===== config.mk =====
export PLATFORM = sky130hd
export DESIGN_NAME = pulse_sync_4bit
export DESIGN_NICKNAME = d
export VERILOG_FILES = /design/src/rtl/pulse_sync_4bit.sv
export SDC_FILE = /design/constraint.sdc
export NUM_CORES = 1
export LEC_CHECK = 0
export ABC_CLOCK_PERIOD_IN_PS = 3200
export CORE_AREA = 2 2 39 41
export DETAILED_ROUTE_END_ITERATION = 16
export DIE_AREA = 0 0 41 43
export DONT_BUFFER_PORTS = 1
export GPL_TIMING_DRIVEN = 1
export PLACE_DENSITY = 0.55
export SLEW_MARGIN = 10
export SYNTH_ARGS = -nofsm -noshare
export SYNTH_HDL_FRONTEND = slang
export SYNTH_SLANG_ARGS = --single-unit
export TNS_END_PERCENT = 5

===== constraint.sdc =====
create_clock -name clk -period 3.2 [get_ports clk]
set_clock_uncertainty 0.1 [all_clocks]
set_input_delay 0.64 -clock clk [delete_from_list [all_inputs] [get_ports clk]]
set_output_delay 0.64 -clock clk [all_outputs]
set_load 0.05 [all_outputs]

===== src/rtl/pulse_sync_4bit.sv =====
// Four-bit event word synchronizer: captures a nonzero word, passes a toggle
// request through a two-flop chain plus an edge-detect flop, then emits the word as a one-cycle pulse.
module pulse_sync_4bit (
  input  logic       clk,
  input  logic       rst,
  input  logic [3:0] sig_4bit,
  output logic [3:0] sig_sync_4bit,
  output logic       busy
);

  logic [3:0] data_hold_q, data_hold_d;
  logic       req_tgl_q, req_tgl_d;
  logic       sync1_q, sync2_q, sync3_q;
  logic       busy_q, busy_d;
  logic [3:0] sig_sync_q, sig_sync_d;

  logic capture;
  logic req_edge;

  assign capture  = (sig_4bit != 4'h0) && !busy_q;
  assign req_edge = sync2_q ^ sync3_q;

  always_comb begin
    data_hold_d = data_hold_q;
    req_tgl_d   = req_tgl_q;
    busy_d      = busy_q;
    sig_sync_d  = 4'h0;

    if (capture) begin
      data_hold_d = sig_4bit;
      req_tgl_d   = ~req_tgl_q;
      busy_d      = 1'b1;
    end

    // Edge only occurs while busy is set, so it never coincides with a capture.
    if (req_edge) begin
      sig_sync_d = data_hold_q;
      busy_d     = 1'b0;
    end
  end

  always_ff @(posedge clk) begin
    if (!rst) begin
      data_hold_q <= 4'h0;
      req_tgl_q   <= 1'b0;
      sync1_q     <= 1'b0;
      sync2_q     <= 1'b0;
      sync3_q     <= 1'b0;
      busy_q      <= 1'b0;
      sig_sync_q  <= 4'h0;
    end else begin
      data_hold_q <= data_hold_d;
      req_tgl_q   <= req_tgl_d;
      sync1_q     <= req_tgl_q;
      sync2_q     <= sync1_q;
      sync3_q     <= sync2_q;
      busy_q      <= busy_d;
      sig_sync_q  <= sig_sync_d;
    end
  end

  assign sig_sync_4bit = sig_sync_q;
  assign busy          = busy_q;

endmodule


=== After elaboration in Yosys (flattened, before gate mapping) ===
Index checks and enable logic that the tools add are counted.

* Memory bits (read-only): 0
* RAM bits: 0
* Latch bits: 0
* Register bits: 13
* Memories: 0
* Output and inout port bits: 5

* Divide/modulo/power cells: 0
* Reductions and logical operators: 5
* Bitwise operators: 3
* Add/subtract/negate cells: 0
* Magnitude comparators: 0
* Shift-type cells: 0
* Multiply operators: 0
* Equality and inequality tests: 0
* Muxes and demuxes: 0

{| class="wikitable"
|+ Operator list
! operator !! number
|-
| 4-bit nonzero test || 1
|-
| 1-bit inverter || 2
|-
| 2-bit AND reduction || 1
|-
| 2-bit OR reduction || 1
|-
| 1-bit logical AND || 1
|-
| 1-bit logical NOT || 1
|-
| 1-bit bitwise XOR || 1
|}

=== Logic depth before layout (Yosys ltp) ===
Gate-level depths: netlist (run 1).

* Depth after elaboration: 2
* Gate-level depth with buffers: 3
* Depth with buffers taken out: 3

=== Worst setup path before layout (run 1) ===
Ideal clock, no wire load.

* Path kind: input to register
* Start point: input port sig_4bit[1]
* End point: register req_tgl_q
* Stages on the path: 3
* Required time: 2979 ps
* Data arrival time: 1343 ps
* Buffers on the path: 0
* Slack: 1635 ps
* Path through: nor4_4 > nor2_2 > mux2_4

* Cells in the longest elaborated chain, start to end: 2

{| class="wikitable"
|+ Ends and longest elaborated chain
! what !! line !! RTL
|-
| start: declaration || 6 || <nowiki>input logic [3:0] sig_4bit,</nowiki>
|-
| 4-bit nonzero test || 20 || <nowiki>assign capture = (sig_4bit != 4'h0) && !busy_q;</nowiki>
|-
| 1-bit logical AND || 20 ||
|-
| end signal: assignment || 53 || <nowiki>req_tgl_q <= req_tgl_d;</nowiki>
|-
| end: declaration || 12 || <nowiki>logic req_tgl_q, req_tgl_d;</nowiki>
|}

Every way passes these cells.
A chain may end at the register's enable or synchronous reset.

=== Worst setup path in the final report (run 1) ===
* Start point: register busy_q (netlist: busy)
* End point: output port busy

{| class="wikitable"
|+ RTL lines
! what !! line !! RTL
|-
| start: declaration || 14 || <nowiki>logic busy_q, busy_d;</nowiki>
|-
| start signal: assignment || 57 || <nowiki>busy_q <= busy_d;</nowiki>
|-
| end: declaration || 8 || <nowiki>output logic busy</nowiki>
|}

No word-level cell between the ends.

==> results.cfg, run 1 <==
[clock_tree]
cts_tree = done
clk_pin_slew_ns = 0.08
cts_root_buf = clkbuf_4
clkSinkCount = 13
max-clock-path-buffers = 2
insertion_delay_ns = 0.26
cts_buffers = 3
postCtsSetupBuffers = 0
ctsHoldBuffers = 0
clock_tree.htree_level_count = 1
cts_resized = 0

[synth]
yosys.area.top_type = dfxtp_1
synth_nets = 46
syn_inst = 40
avgSynthCellArea_um2 = 10.7
yosys.cell_types.count = 13
synth_top_area_frac = 0.606
synth_seq_cells = 13
syn-cell-area_um2 = 429
yosysWarnings = 0
ys_seq_area_frac = 0.606
yosys-top-cells-area = dfxtp_1 61%, and3_1 5.8%, nor4_4 5.0%

[timing]
post-route-min-period_ns = 1.76
finalSetupViolCount = 0
slew_headroom = 0.558
rsz0062_at_grt = no
setup_tns_ns = 0
tightest_slew_ns = 0.663
period_share = 0.549
fin_ws_ns = 1.44
final-hold-violation-count = 0
fmax_ghz = 0.569
slew_viol_final = 0

[layout]
nFillCells = 159
stdcell_area_um2 = 475
final_nets = 51
drive_gt1_frac = 0.136
syn_to_final_growth_pct = 10.8
diodes = 0

[floorplan]
core_area_um2 = 1380
die-height_um = 43
dieWidth_um = 41
start_util = 0.310
io_pins = 11
die-area_um2 = 1760
rows = 14

[grt]
grt_pass1_wl_um = 1150
antenna_found_initial = 0
grt_pass1_vias = 269
grt_usage = 0.103
grt_start_max_net_pins = 9
grt_overflow_total = 0

[pwr]
leakage_nw = 0.207
total_power_mw = 0.295
powerDensity_nw_per_um2 = 620
vdd_ir_drop_max_uv = 168

[place]
dpl-instance-area_um2 = 449
hpwl_um = 489
pre_cts_ws_ns = 1.58
port_buffers = 0
place_congestion = 0.738

[run_status]
status = complete, no violations

[detailed_routing]
routed_wl_um = 672
drt-pass1-iter-count = 4
post_drt_via_cell_ratio = 4.75
ant_nets = 0
wire_per_inst_um = 11.2
num_vias = 285
drc_errors = 0
drt_iter0_drc = 5

[min_path]
hold_class = register to register

[setup_path]
required_ns = 2.46
worstSetupStartpointType = register
arrival_ns = 1.02
critPathKind = register to output pin
endpoint_kind = output pin
path_max_fanout = 7

[job]
maxCapViolCount = 0
registers in the layout, indices dropped and copies added (netlist names):
name and flops:
data_hold_q 4, sig_sync_4bit 4, busy 1, req_tgl_q 1
sync1_q 1, sync2_q 1, sync3_q 1
synth_stat cells, drive strengths merged:
library cell   n
nand2          4
inv            2
nor4           1
nor2           2
a21oi          4
dfxtp         13
and2           3
mux2           1
and3           4
o21ai          4
a211oi         1
xor2           1
final timing paths:
kind	from	endpoint	slack, ns	depth (start not counted)
worst min register to register	sync1_q	sync2_q	0.33	1
worst max-delay path	busy	busy	1.44	0
worst min-delay path	sync1_q	sync2_q	0.33	1
worst max register to register	busy	busy	1.81	2
area by class of cell:
type	instances	area [um2]	area share
Tap cell	16	20.0	0.0421
Multi-Input combinational cell	25	161	0.339
Sequential cell	13	260	0.547
Clock buffer	4	26.3	0.0553
Inverter	2	7.51	0.0158
power breakdown:
part	switching [mW]	internal [mW]	leakage [nW]
logic	0.00825	0.00847	0.0854
registers	0.0109	0.170	0.107
clock network	0.0487	0.0481	0.0150
total	0.0679	0.227	0.207
worst reg2reg max path, cell delays in order, from the launching register on:
cell,delay [ns]
dfxtp_1,0.75
inv_1,0.23
a211oi_1,0.23
per-layer routing:
metal,track usage,share of wire
met2,0.128,0.45
met5,0,0
met4,0.120,0.030
met1,0.129,0.48
met3,0.0157,0.036
cell usage in the layout (no fill, tap or decap):
| master | synthesis | final |
|---|---|---|
| dfxtp_1 | 13 | 13 |
| nand2_1 | 4 | 4 |
| o21ai_0 | 4 | 4 |
| a21oi_1 | 4 | 4 |
| and3_1 | 4 | 4 |
| and2_1 | 3 | 3 |
| clkbuf_4 | 0 | 3 |
| inv_1 | 2 | 2 |
| nor4_4 | 1 | 1 |
| xor2_1 | 1 | 1 |
| nor2_1 | 1 | 1 |
| nor2_2 | 1 | 1 |
| mux2_4 | 1 | 1 |
| a211oi_1 | 1 | 1 |
| clkbuf_1 | 0 | 1 |
cell families after synthesis:
group | synth area share
flip-flops | 0.606
AO/OA/AOI/OAI | 0.111
XOR/XNOR | 0.0204
AND/OR/NAND/NOR | 0.210
multiplexers | 0.0350
buffers and inverters | 0.0175
per-stage QoR:
step,hold WS [ns],instances,util
6_report,0.335,60,0.344
5_1_grt,0.361,60,0.344
4_1_cts,0.340,60,0.344
3_5_place_dp,0.322,56,0.325
3_3_place_gp,0.315,56,0.325
2_1_floorplan,0.312,40,-
Note: power is estimated with default switching activity, not from simulation.
==> run 2, diff against run 1 <==
Settings changed: ABC_CLOCK_PERIOD_IN_PS 3200 to 1800.
Clock period 3.2 ns to 1.8 ns, I/O delays scaled along.
==> run 2 against run 1 <==
Net effect:
- design area is 1.6% higher
- largest cell class unchanged
- count of clock-buffer cells in the layout did not move
- largest power group unchanged
- final cell count increased by 1.7%
- sequential power increased by 76%
- first-iteration DRC count down 40%
- global-route usage is 0.14 points higher
- critical path depth increased by 3
- register-to-register slack worse by 1.4 ns
- combinational power up 110%
- highest routed layer unchanged
- wire length decreased by 0.74%
==> results.cfg, run 2 (same netlist as run 1, synthesis figures left out) <==
[timing]
rsz0062_at_grt = no
fmax_ghz = 0.697
fin_ws_ns = 0.364
tightest_slew_ns = 0.499
final-hold-violation-count = 0
slew_headroom = 0.667
slew_viol_final = 0
setup_tns_ns = 0
post-route-min-period_ns = 1.44
finalSetupViolCount = 0
period_share = 0.798

[clock_tree]
cts_root_buf = clkbuf_4
insertion_delay_ns = 0.27
clock_tree.htree_level_count = 1
clk_pin_slew_ns = 0.08
ctsHoldBuffers = 0
cts_tree = done
clkSinkCount = 13
postCtsSetupBuffers = 0
cts_resized = 0
cts_buffers = 3
max-clock-path-buffers = 2

[run_status]
status = complete, no violations

[setup_path]
cpPeakStageDelay_ns = 0.64
arrival_ns = 1.49
path_max_fanout = 6
path_delay_family = flip-flops
endpoint_kind = register
cp_slowest_cell = dfxtp_1
worstSetupStartpointType = register
required_ns = 1.86
cp_num_buf_inv = 1
critPathKind = register to register
cp_cell_sequence = buf_4 > nor2_2 > mux2_4

[min_path]
hold_class = input port to register

[floorplan]
start_util = 0.310
core_area_um2 = 1380
rows = 14
io_pins = 11
die-height_um = 43
die-area_um2 = 1760
dieWidth_um = 41

[place]
port_buffers = 0
dpl-instance-area_um2 = 457
place_congestion = 0.753
pre_cts_ws_ns = 0.382
dp_cells = 57

[layout]
diodes = 0
final_common_cell = dfxtp_1
nFillCells = 143
layout_common_cells = 13 x dfxtp_1, 4 x nand2_1, 4 x o21ai_0, 4 x a21oi_1, 4 x and3_1
drive_gt1_frac = 0.156
layout.cells.non_filler = 61
final_nets = 52
syn_to_final_growth_pct = 12.5
stdcell_area_um2 = 483

[detailed_routing]
drt-pass1-iter-count = 3
drc_errors = 0
num_vias = 295
post_drt_via_cell_ratio = 4.84
drt_iter0_drc = 3
wire_per_inst_um = 10.9
ant_nets = 0
routed_wl_um = 667

[job]
maxCapViolCount = 0

[grt]
grt_start_max_net_pins = 9
grt_usage = 0.104
antenna_found_initial = 0
grt_overflow_total = 0
grt_pass1_vias = 299
grt_pass1_wl_um = 1160

[pwr]
powerDensity_nw_per_um2 = 1100
total_power_mw = 0.530
vdd_ir_drop_max_uv = 412
leakage_nw = 0.212
==> run 2: per-layer routing <==
metal,global-route usage,share of wire,vias to the layer above
li1,-,-,146
met1,0.101,0.44,137
met2,0.150,0.48,10
met3,0.0785,0.064,2
met4,0.0600,0.019,0
met5,0,0,-
==> run 2: path summary, 6_finish.rpt <==
| kind | start | to | slack, ns | cells past startpoint |
|---|---|---|---|---|
| setup reg to reg | busy | req_tgl_q | 0.36 | 3 |
| hold reg to reg | sync1_q | sync2_q | 0.34 | 1 |
| setup / recovery | busy | req_tgl_q | 0.36 | 3 |
| hold / removal | rst | sync2_q | 0.11 | 1 |
==> run 2: final cells by class <==
class | instances | area [um2] | share of cell area
multi-input combinational | 25 | 161 | 0.334
clock buffer | 4 | 26.3 | 0.0544
sequential | 13 | 260 | 0.539
inverter | 2 | 7.51 | 0.0155
timing repair buffer | 1 | 7.51 | 0.0155
tap | 16 | 20.0 | 0.0415
==> run 2: report_power, final <==
part,total [mW],switching (mW),internal [mW],leakage [nW]
registers,0.319,0.0161,0.303,0.107
clock network,0.175,0.0893,0.0857,0.0150
logic,0.0358,0.0183,0.0174,0.0903
total,0.530,0.124,0.406,0.212
==> run 2: stage by stage <==
step,utilization,hold WS [ns]
after global placement,0.330,0.314
after CTS,0.349,0.107
after global routing,0.349,0.105
after detailed placement,0.330,0.323
after floorplan,-,0.312
final,0.349,0.112
==> run 2: worst register-to-register path, stage by stage (launching register included) <==
cell and delay, ns:
dfxtp_1 0.64, buf_4 0.24, nor2_2 0.05, mux2_4 0.30
